**config.mk**
```make
export PLATFORM = sky130hd
export DESIGN_NAME = multiplexer_seq_flat
export DESIGN_NICKNAME = d
export VERILOG_FILES = /design/src/rtl/multiplexer_pkg.sv /design/src/rtl/multiplexer_seq_if.sv /design/src/rtl/multiplexer_scan_ctrl.sv /design/src/rtl/multiplexer_seq.sv /design/src/flat_wrapper.sv
export SDC_FILE = /design/constraint.sdc
export NUM_CORES = 1
export LEC_CHECK = 0
export CAP_MARGIN = 20
export CORE_AREA = 2 2 201 203
export CTS_CLUSTER_SIZE = 20
export DETAILED_ROUTE_END_ITERATION = 10
export DIE_AREA = 0 0 203 205
export GPL_TIMING_DRIVEN = 1
export HOLD_SLACK_MARGIN = 0.06
export PLACE_DENSITY = 0.56
export RECOVER_POWER = 50
export SLEW_MARGIN = 20
export SYNTH_ARGS = -nofsm -noshare
export SYNTH_HDL_FRONTEND = slang
export SYNTH_SLANG_ARGS = --single-unit
```
**constraint.sdc**
```tcl
create_clock -name clk -period 2 [get_ports clk]
set_input_delay 0.6 -clock clk [delete_from_list [all_inputs] [get_ports clk]]
set_output_delay 0.6 -clock clk [all_outputs]
set_load 0.05 [all_outputs]
```
**src/rtl/multiplexer_pkg.sv**
```systemverilog
// multiplexer_pkg: scan-state encoding (IDLE=0, SCAN=1, DONE=2) plus clog2 and select-width helpers shared by multiplexer_seq
package multiplexer_pkg;
  typedef enum logic [1:0] {IDLE = 2'd0, SCAN = 2'd1, DONE = 2'd2} scan_state_e;
  function automatic int clog2(input int v);
    int r;
    r = 0;
    while ((1 << r) < v) r++;
    return r;
  endfunction
  function automatic int sel_w(input int ch);
    return clog2(ch) > 1 ? clog2(ch) : 1;
  endfunction
endpackage

```
**src/rtl/multiplexer_seq_if.sv**
```systemverilog
// multiplexer_seq_if: bus bundle (data_in/sel/in_valid/in_ready upstream, out_data/out_ch/out_err/out_valid/out_ready downstream, scan_start/scan_busy/scan_done control); slave = mux side, master = driver side
interface multiplexer_seq_if import multiplexer_pkg::*; #(parameter int W = 100, parameter int CH = 4);
  localparam int SW = sel_w(CH);
  logic [CH*W-1:0] data_in;
  logic [SW-1:0] sel;
  logic in_valid;
  logic in_ready;
  logic [W-1:0] out_data;
  logic [SW-1:0] out_ch;
  logic out_err;
  logic out_valid;
  logic out_ready;
  logic scan_start;
  logic scan_busy;
  logic scan_done;
  modport master(output data_in, sel, in_valid, out_ready, scan_start,
                 input in_ready, out_data, out_ch, out_err, out_valid, scan_busy, scan_done);
  modport slave(input data_in, sel, in_valid, out_ready, scan_start,
                output in_ready, out_data, out_ch, out_err, out_valid, scan_busy, scan_done);
endinterface

```
**src/rtl/multiplexer_scan_ctrl.sv**
```systemverilog
// multiplexer_scan_ctrl: IDLE/SCAN/DONE auto-scan FSM; ports clk, rst, scan_start, accept in; scan_busy, scan_done, cnt (channel to select while scanning) out
module multiplexer_scan_ctrl import multiplexer_pkg::*; #(
  parameter int CH = 4,
  localparam int SW = sel_w(CH)
) (
  input  logic          clk,
  input  logic          rst,
  input  logic          scan_start,
  input  logic          accept,
  output logic          scan_busy,
  output logic          scan_done,
  output logic [SW-1:0] cnt
);
  localparam logic [SW-1:0] LAST = SW'(CH - 1);
  scan_state_e state_q, state_d;
  logic [SW-1:0] cnt_q, cnt_d;
  logic last_acc;
  always_comb begin
    last_acc = accept && cnt_q == LAST;
    state_d = state_q == IDLE ? (scan_start ? SCAN : IDLE) :
              state_q == SCAN ? (last_acc ? DONE : SCAN) : IDLE;
    cnt_d = state_q == IDLE ? (scan_start ? '0 : cnt_q) :
            (state_q == SCAN && accept) ? (last_acc ? '0 : cnt_q + 1'b1) : cnt_q;
  end
  always_ff @(posedge clk) begin
    if (rst) begin
      state_q <= IDLE;
      cnt_q <= '0;
    end else begin
      state_q <= state_d;
      cnt_q <= cnt_d;
    end
  end
  assign scan_busy = state_q == SCAN;
  assign scan_done = state_q == DONE;
  assign cnt = cnt_q;
endmodule

```
**src/rtl/multiplexer_seq.sv**
```systemverilog
// multiplexer_seq: registered CH-way W-bit mux with valid/ready handshake and out-of-range flag; ports clk, rst, bus (multiplexer_seq_if.slave); auto-scan included when MULTIPLEXER_SEQ_SCAN_EN is defined
module multiplexer_seq import multiplexer_pkg::*; #(
  parameter int W = 100,
  parameter int CH = 4
) (
  input logic clk,
  input logic rst,
  multiplexer_seq_if.slave bus
);
  localparam int SW = sel_w(CH);
  localparam int PW = (1 << SW) * W;
  logic in_ready, accept, busy, done, sel_err;
  logic [SW-1:0] scan_cnt, eff_sel;
  logic [PW-1:0] padded;
  logic [W-1:0] out_data_q, out_data_d;
  logic [SW-1:0] out_ch_q, out_ch_d;
  logic out_err_q, out_err_d, out_valid_q, out_valid_d;
  assign in_ready = !rst && (!out_valid_q || bus.out_ready);
  assign accept = bus.in_valid && in_ready;
`ifdef MULTIPLEXER_SEQ_SCAN_EN
  multiplexer_scan_ctrl #(.CH(CH)) u_scan (
    .clk(clk),
    .rst(rst),
    .scan_start(bus.scan_start),
    .accept(accept),
    .scan_busy(busy),
    .scan_done(done),
    .cnt(scan_cnt)
  );
`else
  assign busy = 1'b0;
  assign done = 1'b0;
  assign scan_cnt = '0;
`endif
  always_comb begin
    eff_sel = busy ? scan_cnt : bus.sel;
    sel_err = int'(eff_sel) >= CH;
    padded = PW'(bus.data_in);
    out_data_d = !accept ? out_data_q : sel_err ? '0 : padded[int'(eff_sel)*W +: W];
    out_ch_d = accept ? eff_sel : out_ch_q;
    out_err_d = accept ? sel_err : out_err_q;
    out_valid_d = accept || (out_valid_q && !bus.out_ready);
  end
  always_ff @(posedge clk) begin
    if (rst) begin
      out_data_q <= '0;
      out_ch_q <= '0;
      out_err_q <= 1'b0;
      out_valid_q <= 1'b0;
    end else begin
      out_data_q <= out_data_d;
      out_ch_q <= out_ch_d;
      out_err_q <= out_err_d;
      out_valid_q <= out_valid_d;
    end
  end
  assign bus.in_ready = in_ready;
  assign bus.out_data = out_data_q;
  assign bus.out_ch = out_ch_q;
  assign bus.out_err = out_err_q;
  assign bus.out_valid = out_valid_q;
  assign bus.scan_busy = busy;
  assign bus.scan_done = done;
endmodule

```
**src/flat_wrapper.sv**
```systemverilog
// flat-port wrapper written by rule: the top's interface ports become plain ports
module multiplexer_seq_flat import multiplexer_pkg::*;
#(
  parameter int W = 100,
  parameter int CH = 4
)
  (clk, rst, bus_data_in, bus_sel, bus_in_valid, bus_out_ready, bus_scan_start, bus_in_ready, bus_out_data, bus_out_ch, bus_out_err, bus_out_valid, bus_scan_busy, bus_scan_done);
  multiplexer_seq_if #(.W(W), .CH(CH)) bus_i ();
  input logic clk;
  input logic rst;
  input wire logic [$bits(bus_i.data_in)-1:0] bus_data_in;
  input wire logic [$bits(bus_i.sel)-1:0] bus_sel;
  input wire logic [$bits(bus_i.in_valid)-1:0] bus_in_valid;
  input wire logic [$bits(bus_i.out_ready)-1:0] bus_out_ready;
  input wire logic [$bits(bus_i.scan_start)-1:0] bus_scan_start;
  output wire logic [$bits(bus_i.in_ready)-1:0] bus_in_ready;
  output wire logic [$bits(bus_i.out_data)-1:0] bus_out_data;
  output wire logic [$bits(bus_i.out_ch)-1:0] bus_out_ch;
  output wire logic [$bits(bus_i.out_err)-1:0] bus_out_err;
  output wire logic [$bits(bus_i.out_valid)-1:0] bus_out_valid;
  output wire logic [$bits(bus_i.scan_busy)-1:0] bus_scan_busy;
  output wire logic [$bits(bus_i.scan_done)-1:0] bus_scan_done;
  assign bus_i.data_in = bus_data_in;
  assign bus_i.sel = bus_sel;
  assign bus_i.in_valid = bus_in_valid;
  assign bus_i.out_ready = bus_out_ready;
  assign bus_i.scan_start = bus_scan_start;
  assign bus_in_ready = bus_i.in_ready;
  assign bus_out_data = bus_i.out_data;
  assign bus_out_ch = bus_i.out_ch;
  assign bus_out_err = bus_i.out_err;
  assign bus_out_valid = bus_i.out_valid;
  assign bus_scan_busy = bus_i.scan_busy;
  assign bus_scan_done = bus_i.scan_done;
  multiplexer_seq #(.W(W), .CH(CH)) u_core (.clk(clk), .rst(rst), .bus(bus_i));
endmodule
```
After elaboration in Yosys (flattened, before gate mapping):

Index checks and enable logic that the tools add are counted.

* register bits after elaboration: 103
* word-level logic and storage cells: 13
* latch bits: 0
* ROM bits: 0
* memory bits (writable): 0
* input port bits: 407
* output and inout bits: 107
* memories kept: 0

* bitwise operators: 0
* reduce and logical (&&, ||, !) cells: 8
* shift-type cells: 1
* eq/ne operators: 0
* muxes and demuxes: 0
* add/sub/neg operators: 0
* divide/modulo/power cells: 0
* multipliers: 1
* order comparisons: 0

Operators by type and width (count)
* 400-bit by 32-bit indexed part select with 100-bit output: 1
* 2-bit by 5-bit multiplier with 7-bit output (second input constant): 1
* 1-bit logical AND: 3
* 1-bit zero test: 3
* 1-bit logical OR: 2

Longest topological paths before layout:

Gate-level depths: netlist of the first run.

* depth in word-level cells: 5
* mapped depth: 5
* depth with buffers taken out: 3

Least setup slack after synthesis of the first run:

OpenSTA, ideal clock, no wires.

* path kind: flip-flop to output port
* start point: register u_core.out_valid_q (netlist: u_core.bus.out_valid)
* end point: output bus_in_ready
* path buffers: 0
* arrival: 1.331 ns
* slack: 0.069 ns
* cell stages (with the launch flop): 3
* data required time: 1.400 ns
* cells stage by stage: dfxtp_1 nor2b_1 nor2_1

* longest elaborated chain between the ends: 3

RTL lines
* start: declaration: line multiplexer_seq.sv:17 `logic out_err_q, out_err_d, out_valid_q, out_valid_d;`
* start signal: assignment: line multiplexer_seq.sv:54 `out_valid_q <= out_valid_d;`
* 1-bit zero test: line multiplexer_seq.sv:18 `assign in_ready = !rst && (!out_valid_q || bus.out_ready);`
* 1-bit logical OR: line multiplexer_seq.sv:18
* 1-bit logical AND: line multiplexer_seq.sv:18
* end: declaration: line flat_wrapper.sv:16 `output wire logic [$bits(bus_i.in_ready)-1:0] bus_in_ready;`

No other way between the ends.

Worst setup path in the final report of the first run:

* start point: input bus_out_ready
* end point: output bus_in_ready

* longest elaborated chain between the ends: 2

RTL lines
* start: declaration: line flat_wrapper.sv:14 `input wire logic [$bits(bus_i.out_ready)-1:0] bus_out_ready;`
* 1-bit logical OR: line multiplexer_seq.sv:18
* 1-bit logical AND: line multiplexer_seq.sv:18

No other way between the ends.

==> impl_metrics.csv, run 1 <==
group,metric,value,unit
logic_synthesis,synth-simple-area-share,0.140,
run,drv.max_cap_violation_count,0,
detailed_routing,vias_per_cell,4.42,
detailed_routing,vias,6785,
logic_synthesis,synth-compound-area-share,0.134,
pwr,pwr_density_cell,554,nW/µm²
clocking,cts-buffers-inserted,9,
sta,unrepaired_setup_endpoints_after_global_routing,"no",
logic_synthesis,synth_area_per_cell,13.2,µm²
logic_synthesis,yosysSeqAreaShare,0.315,
clocking,clk_path_buf_depth,2,
final_layout,final_standard_cell_utilization_of_the_core,0.313,
place,buffer_ports.inserted,509,
place,dpl.hpwl,25200,µm
logic_synthesis,post_synth_instance_area,6540,µm²
logic_synthesis,yosys.cell_count.top_type,"dfxtp_1",
detailed_routing,route.detailed.drc,0,
sta,setup_ws,64.3,ps
floorplanning,fp.dieArea,41600,µm²
floorplanning,floorplan_row_count,73,
sta,skew,8.98,ps
critical_path,critical_path_peak_fanout,2,
grt,globalRoute.totalOverflow,0,
sta,timing_max_transition_violations_final,0,
sta,hold_violations,0,
final_layout,drive_gt1_frac,0.241,
clocking,clk_root_buffer_cell,"clkbuf_16",
grt,number_of_antenna_violations_at_the_first_check_in_global_routing,3,
clocking,postCtsHoldBufs,0,
critical_path,critical_path.startpoint_type,"primary input",
clocking,cts_tree,"built",
logic_synthesis,yosys-mux-area-fraction,0.348,
detailed_routing,wire_per_inst,19.7,µm
logic_synthesis,ys_types,17,
pwr,power.ir.vdd_worst,0.000422,V
logic_synthesis,synth_xor_area_frac,0,
detailed_routing,detailedRoute.firstPassIterationCount,4,
grt,number_of_global_route_vias_before_repair,7334,
min_path,hold_class,"flop to flop",
logic_synthesis,dominantRegCellSynth,"dfxtp_1",
floorplanning,chipWidth,203,µm
final_layout,layout.nets,1410,
logic_synthesis,ys_ff_latch,103,
detailed_routing,ant_nets,0,
sta,portion_of_the_clock_cycle_consumed_by_the_worst_path_in_the_final_layout,0.968,
detailed_routing,first_iter_violations,208,
logic_synthesis,synth-warning-count,0,
status,result_of_the_run,"completed",
floorplanning,io_pins,514,
sta,timing_worst_slew_pin_value,1130,ps
final_layout,flow.area_growth_from_synthesis,88.4,%
pwr,leakage_power_figure,0.00454,µW
place,gp_congestion,0.772,
detailed_routing,finalWirelength,30300,µm
critical_path,timing.critical_path.to_type,"output port",
grt,first_pass_grt_wire_length,44000,µm
sta,finalCriticalPeriod,1940,ps
logic_synthesis,synth_enable_flop_cells,0,
clocking,worstSkewPairLatency,360,ps
floorplanning,initial_util,0.166,
floorplanning,core-area,39400,µm²
critical_path,required_worst_endpoint,1400,ps
logic_synthesis,combinational_family_with_the_most_area_after_synthesis,"multiplexers",
critical_path,worst_ep_arrival_time,1340,ps
min_path,hold_path_depth,1,
grt,track_usage,0.140,
sta,timing.slew.headroom,0.246,
logic_synthesis,post_synth_most_frequent_cells,"dfxtp_1, and4_1, mux4_2",
clocking,h-tree-depth,3,
floorplanning,chipHeight,205,µm
logic_synthesis,synthTopCellsByArea,"mux4_2, dfxtp_1, and4_1, a31o_1, clkbuf_1",
sta,fmax,517,MHz
logic_synthesis,netlist.area_leader.share,0.344,
sta,setup_viol,0,
sta,setup-tns-final,0,ps
logic_synthesis,yosys.area_share.adder,0,
critical_path,worst-setup-path-type,"primary input to output port",
clocking,cts.sinks,103,
logic_synthesis,async_flop_share,0,
clocking,clkSlewWorstSetupHoldPaths,70,ps
place,dp_worst_setup_slack,-167,ps
logic_synthesis,gate_count_after_technology_mapping,495,
grt,grt_max_degree,102,
critical_path,worst_r2r_path_depth,5,
logic_synthesis,post-synth-top-area-cell,"mux4_2",
-- cells by family (layout without fill, tap and decap cells) --
logic type             count (synthesis)  after routing
AO/OA/AOI/OAI                        100            100
buffers and inverters                 81            592
flip-flops                           103            103
multiplexers                         102            102
other                                  1              6
AND/OR/NAND/NOR                      108            108
-- worst paths after layout --
| check | startpoint | end | slack [ps] |
|---|---|---|---|
| min | u_core.bus.out_data[61] | u_core.bus.out_data[61] | 480 |
| max reg2reg | u_core.bus.out_valid | u_core.bus.out_data[82] | 320 |
| max | bus_out_ready | bus_in_ready | 60 |
| min reg2reg | u_core.bus.out_data[61] | u_core.bus.out_data[61] | 480 |
-- flip-flops by register name, summed over array words and instances (netlist names) --
register / count
u_core.bus.out_data: 100
u_core.bus.out_ch: 2
u_core.bus.out_valid: 1
-- area by class of cell --
class | count | area, µm²
Clock inverter | 7 | 52.6
Sequential cell | 103 | 2060
Timing Repair Buffer | 575 | 5200
Inverter | 1 | 8.76
Clock buffer | 9 | 225
Multi-Input combinational cell | 313 | 4100
Tap cell | 525 | 657
Antenna cell | 3 | 7.51
Fill cell | 4089 | 27100
-- per-layer routing --
layer / share of wire / vias up / track usage
met1: 0.39 / 3282 / 0.155
met3: 0.099 / 24 / 0.0496
met5: 0.00043 / - / 0
li1: - / 3168 / -
met4: 0.018 / 2 / 0.0388
met2: 0.49 / 309 / 0.251
-- power by group --
group          internal, µW  leakage, µW  switching (µW)
sequential             2240     0.000851            99.2
clock                   861     0.000137             888
combinational          1390      0.00355            1340
total                  4490      0.00454            2330
-- worst max-delay path, stage by stage --
cell	delay [ps]
dlygate4sd2_1	240
nor2b_1	140
nor2_1	70
buf_4	150
buf_12	140
-- per-stage QoR --
stage	instance area (µm²)	std cells	power [µW]	hold slack, ps
2_1_floorplan	6550	497	3810	672
3_3_place_gp	12400	1516	5290	458
3_5_place_dp	12400	1516	5310	464
4_1_cts	12700	1533	7130	483
5_1_grt	12300	1535	7180	488
6_report	12300	1536	6820	476
-- layout by cell type (no fill, tap or decap), types with 5 or more instances in the layout --
cell,instances
inv_6,5
clkbuf_1,62
clkbuf_16,9
and4_1,100
clkdlybuf4s50_1,400
dfxtp_1,103
buf_12,17
a31o_1,89
a31o_2,11
buf_4,53
mux4_2,100
clkbuf_2,40
-- what timing repair did --
item / 4_1_cts / 5_1_grt
resized for setup: 2 / 0
setup buffers: 1 / 0
hold endpoints to repair: 0 / 0
pin swaps: 1 / 1
setup endpoints to repair: 1 / 1
Power figures use the tool's default switching activity.
==> inputs of run 2 (changes only) <==
CELL_PAD_IN_SITES_DETAIL_PLACEMENT = 0   (was default)
CELL_PAD_IN_SITES_GLOBAL_PLACEMENT = 1   (was default)
PLACE_DENSITY = 0.69   (was 0.56)
==> run 2 against run 1 <==
Net effect:
- non-clock buffer count decreased by 24
- design area decreased by 1.8%
- clock power rose by 16%
- sequential share of layout area grew 0.30 points
- via count shrank 1.2%
- core utilization down 0.56 points
- clock skew about the same
- final cell count down 1.8%
- die area stayed put
==> impl_metrics.csv, run 2 (synthesis results as in run 1) <==
group,metric,value,unit
status,result_of_the_run,"completed",
sta,timing_max_transition_violations_final,0,
sta,timing.slew.headroom,0.561,
critical_path,critical-path-max-stage-delay,260,ps
detailed_routing,first_iter_violations,258,
grt,grt.met1_usage,0.151,
final_layout,most_frequent_cells_in_the_layout,"clkdlybuf4s50_1, dfxtp_1, mux4_2, and4_1, a31o_1",
clocking,clkSlewWorstSetupHoldPaths,80,ps
grt,globalRoute.totalOverflow,0,
floorplanning,chipHeight,205,µm
final_layout,drive_gt1_frac,0.238,
detailed_routing,detailedRoute.firstPassIterationCount,6,
sta,hold_violations,0,
floorplanning,io_pins,514,
pwr,power.ir.vdd_worst,0.000370,V
floorplanning,floorplan_row_count,73,
critical_path,critical_path.slowest_cell,"dlygate4sd2_1",
grt,track_usage,0.139,
clocking,worstSkewPairLatency,370,ps
pwr,pwr_density_cell,581,nW/µm²
floorplanning,chipWidth,203,µm
clocking,setup_bufs_post_cts,0,
min_path,hold_path_depth,1,
grt,grt_max_degree,102,
grt,groute.layer.met3.usage,0.0544,
sta,portion_of_the_clock_cycle_consumed_by_the_worst_path_in_the_final_layout,0.940,
run,drv.max_cap_violation_count,0,
detailed_routing,ant_nets,0,
place,dpl-instance-area,12100,µm²
pwr,leakage_power_figure,0.00446,µW
sta,finalCriticalPeriod,1880,ps
grt,grt.met2_usage,0.245,
floorplanning,core-area,39400,µm²
place,buffer_ports.inserted,509,
clocking,cts.sinks,103,
clocking,clk_path_buf_depth,2,
place,dpl.hpwl,24000,µm
floorplanning,fp.dieArea,41600,µm²
clocking,h-tree-depth,3,
final_layout,layout.nets,1386,
final_layout,antenna_cells,0,
grt,number_of_antenna_violations_at_the_first_check_in_global_routing,2,
grt,gr_peak_layer,"met2",
final_layout,final_standard_cell_utilization_of_the_core,0.307,
sta,skew,8.71,ps
sta,whs,473,ps
critical_path,critical_path_peak_fanout,2,
critical_path,worst_ep_arrival_time,1280,ps
detailed_routing,wire_per_inst,19.8,µm
final_layout,final_common_cell,"clkdlybuf4s50_1",
place,gp_congestion,0.764,
final_layout,flow.area_growth_from_synthesis,85.0,%
critical_path,required_worst_endpoint,1400,ps
detailed_routing,route.detailed.drc,0,
grt,first_pass_grt_wire_length,43400,µm
clocking,cts_tree,"built",
grt,number_of_global_route_vias_before_repair,7184,
clocking,clk_root_buffer_cell,"clkbuf_16",
critical_path,timing.critical_path.to_type,"output port",
critical_path,timing.critical_path.cells,"dlygate4sd2_1, nor2b_1, nor2_2, buf_12",
detailed_routing,finalWirelength,29900,µm
sta,fmax,532,MHz
critical_path,worst-setup-path-type,"primary input to output port",
detailed_routing,vias,6703,
sta,setup_viol,0,
final_layout,flip_flop_count_of_the_largest_register_all_copies_and_words_added,100,
clocking,cts-buffers-inserted,9,
floorplanning,initial_util,0.166,
sta,unrepaired_setup_endpoints_after_global_routing,"no",
final_layout,final_area,12100,µm²
detailed_routing,vias_per_cell,4.44,
min_path,hold_class,"flop to flop",
pwr,total_power,7030,µW
critical_path,critical_path.startpoint_type,"primary input",
sta,timing_worst_slew_pin_value,661,ps
critical_path,worst_r2r_path_depth,4,
sta,setup-tns-final,0,ps
[run 2: path summary, 6_finish.rpt]
path | start | endpoint | slack (ps)
max | bus_out_ready | bus_in_ready | 120
min | u_core.bus.out_data[23] | u_core.bus.out_data[23] | 470
max reg2reg | u_core.bus.out_valid | u_core.bus.out_data[94] | 590
min reg2reg | u_core.bus.out_data[23] | u_core.bus.out_data[23] | 470
[run 2: through the flow]
stage,std cells,setup slack (ps)
6_report,1509,121
5_1_grt,1509,43.6
4_1_cts,1509,99.6
3_5_place_dp,1493,-192
3_3_place_gp,1493,-188
2_1_floorplan,497,68.7
[run 2: layout make-up]
cell class	instances	area, µm²
Clock buffer	11	253
Clock inverter	5	80.1
Fill cell	4085	27300
Inverter	1	8.76
Multi-Input combinational cell	313	4090
Sequential cell	103	2060
Tap cell	525	657
Timing Repair Buffer	551	4950
[run 2: report_power, final]
| group | switching [µW] | leakage [µW] | internal, µW | total (µW) |
|---|---|---|---|---|
| Sequential | 96.4 | 0.000851 | 2240 | 2330 |
| Combinational | 1320 | 0.00345 | 1350 | 2670 |
| Clock | 865 | 0.000158 | 1160 | 2030 |
| Total | 2280 | 0.00446 | 4750 | 7030 |
[run 2: per-layer routing]
layer,vias to the layer above,part of all wire
met5,-,0.00080
met4,4,0.021
met3,29,0.10
met2,311,0.50
met1,3253,0.38
li1,3106,-
[run 2: worst max-delay path, delay by kind of cell]
kind / cells / cell delay, ps
simple gates: 2 / 260
buf+inv: 2 / 410
[run 2: what timing repair did]
| action | 4_1_cts | 5_1_grt |
|---|---|---|
| resized for setup | 3 | 0 |
| hold buffers | 0 | 0 |
| endpoints found under the setup margin | 1 | 0 |
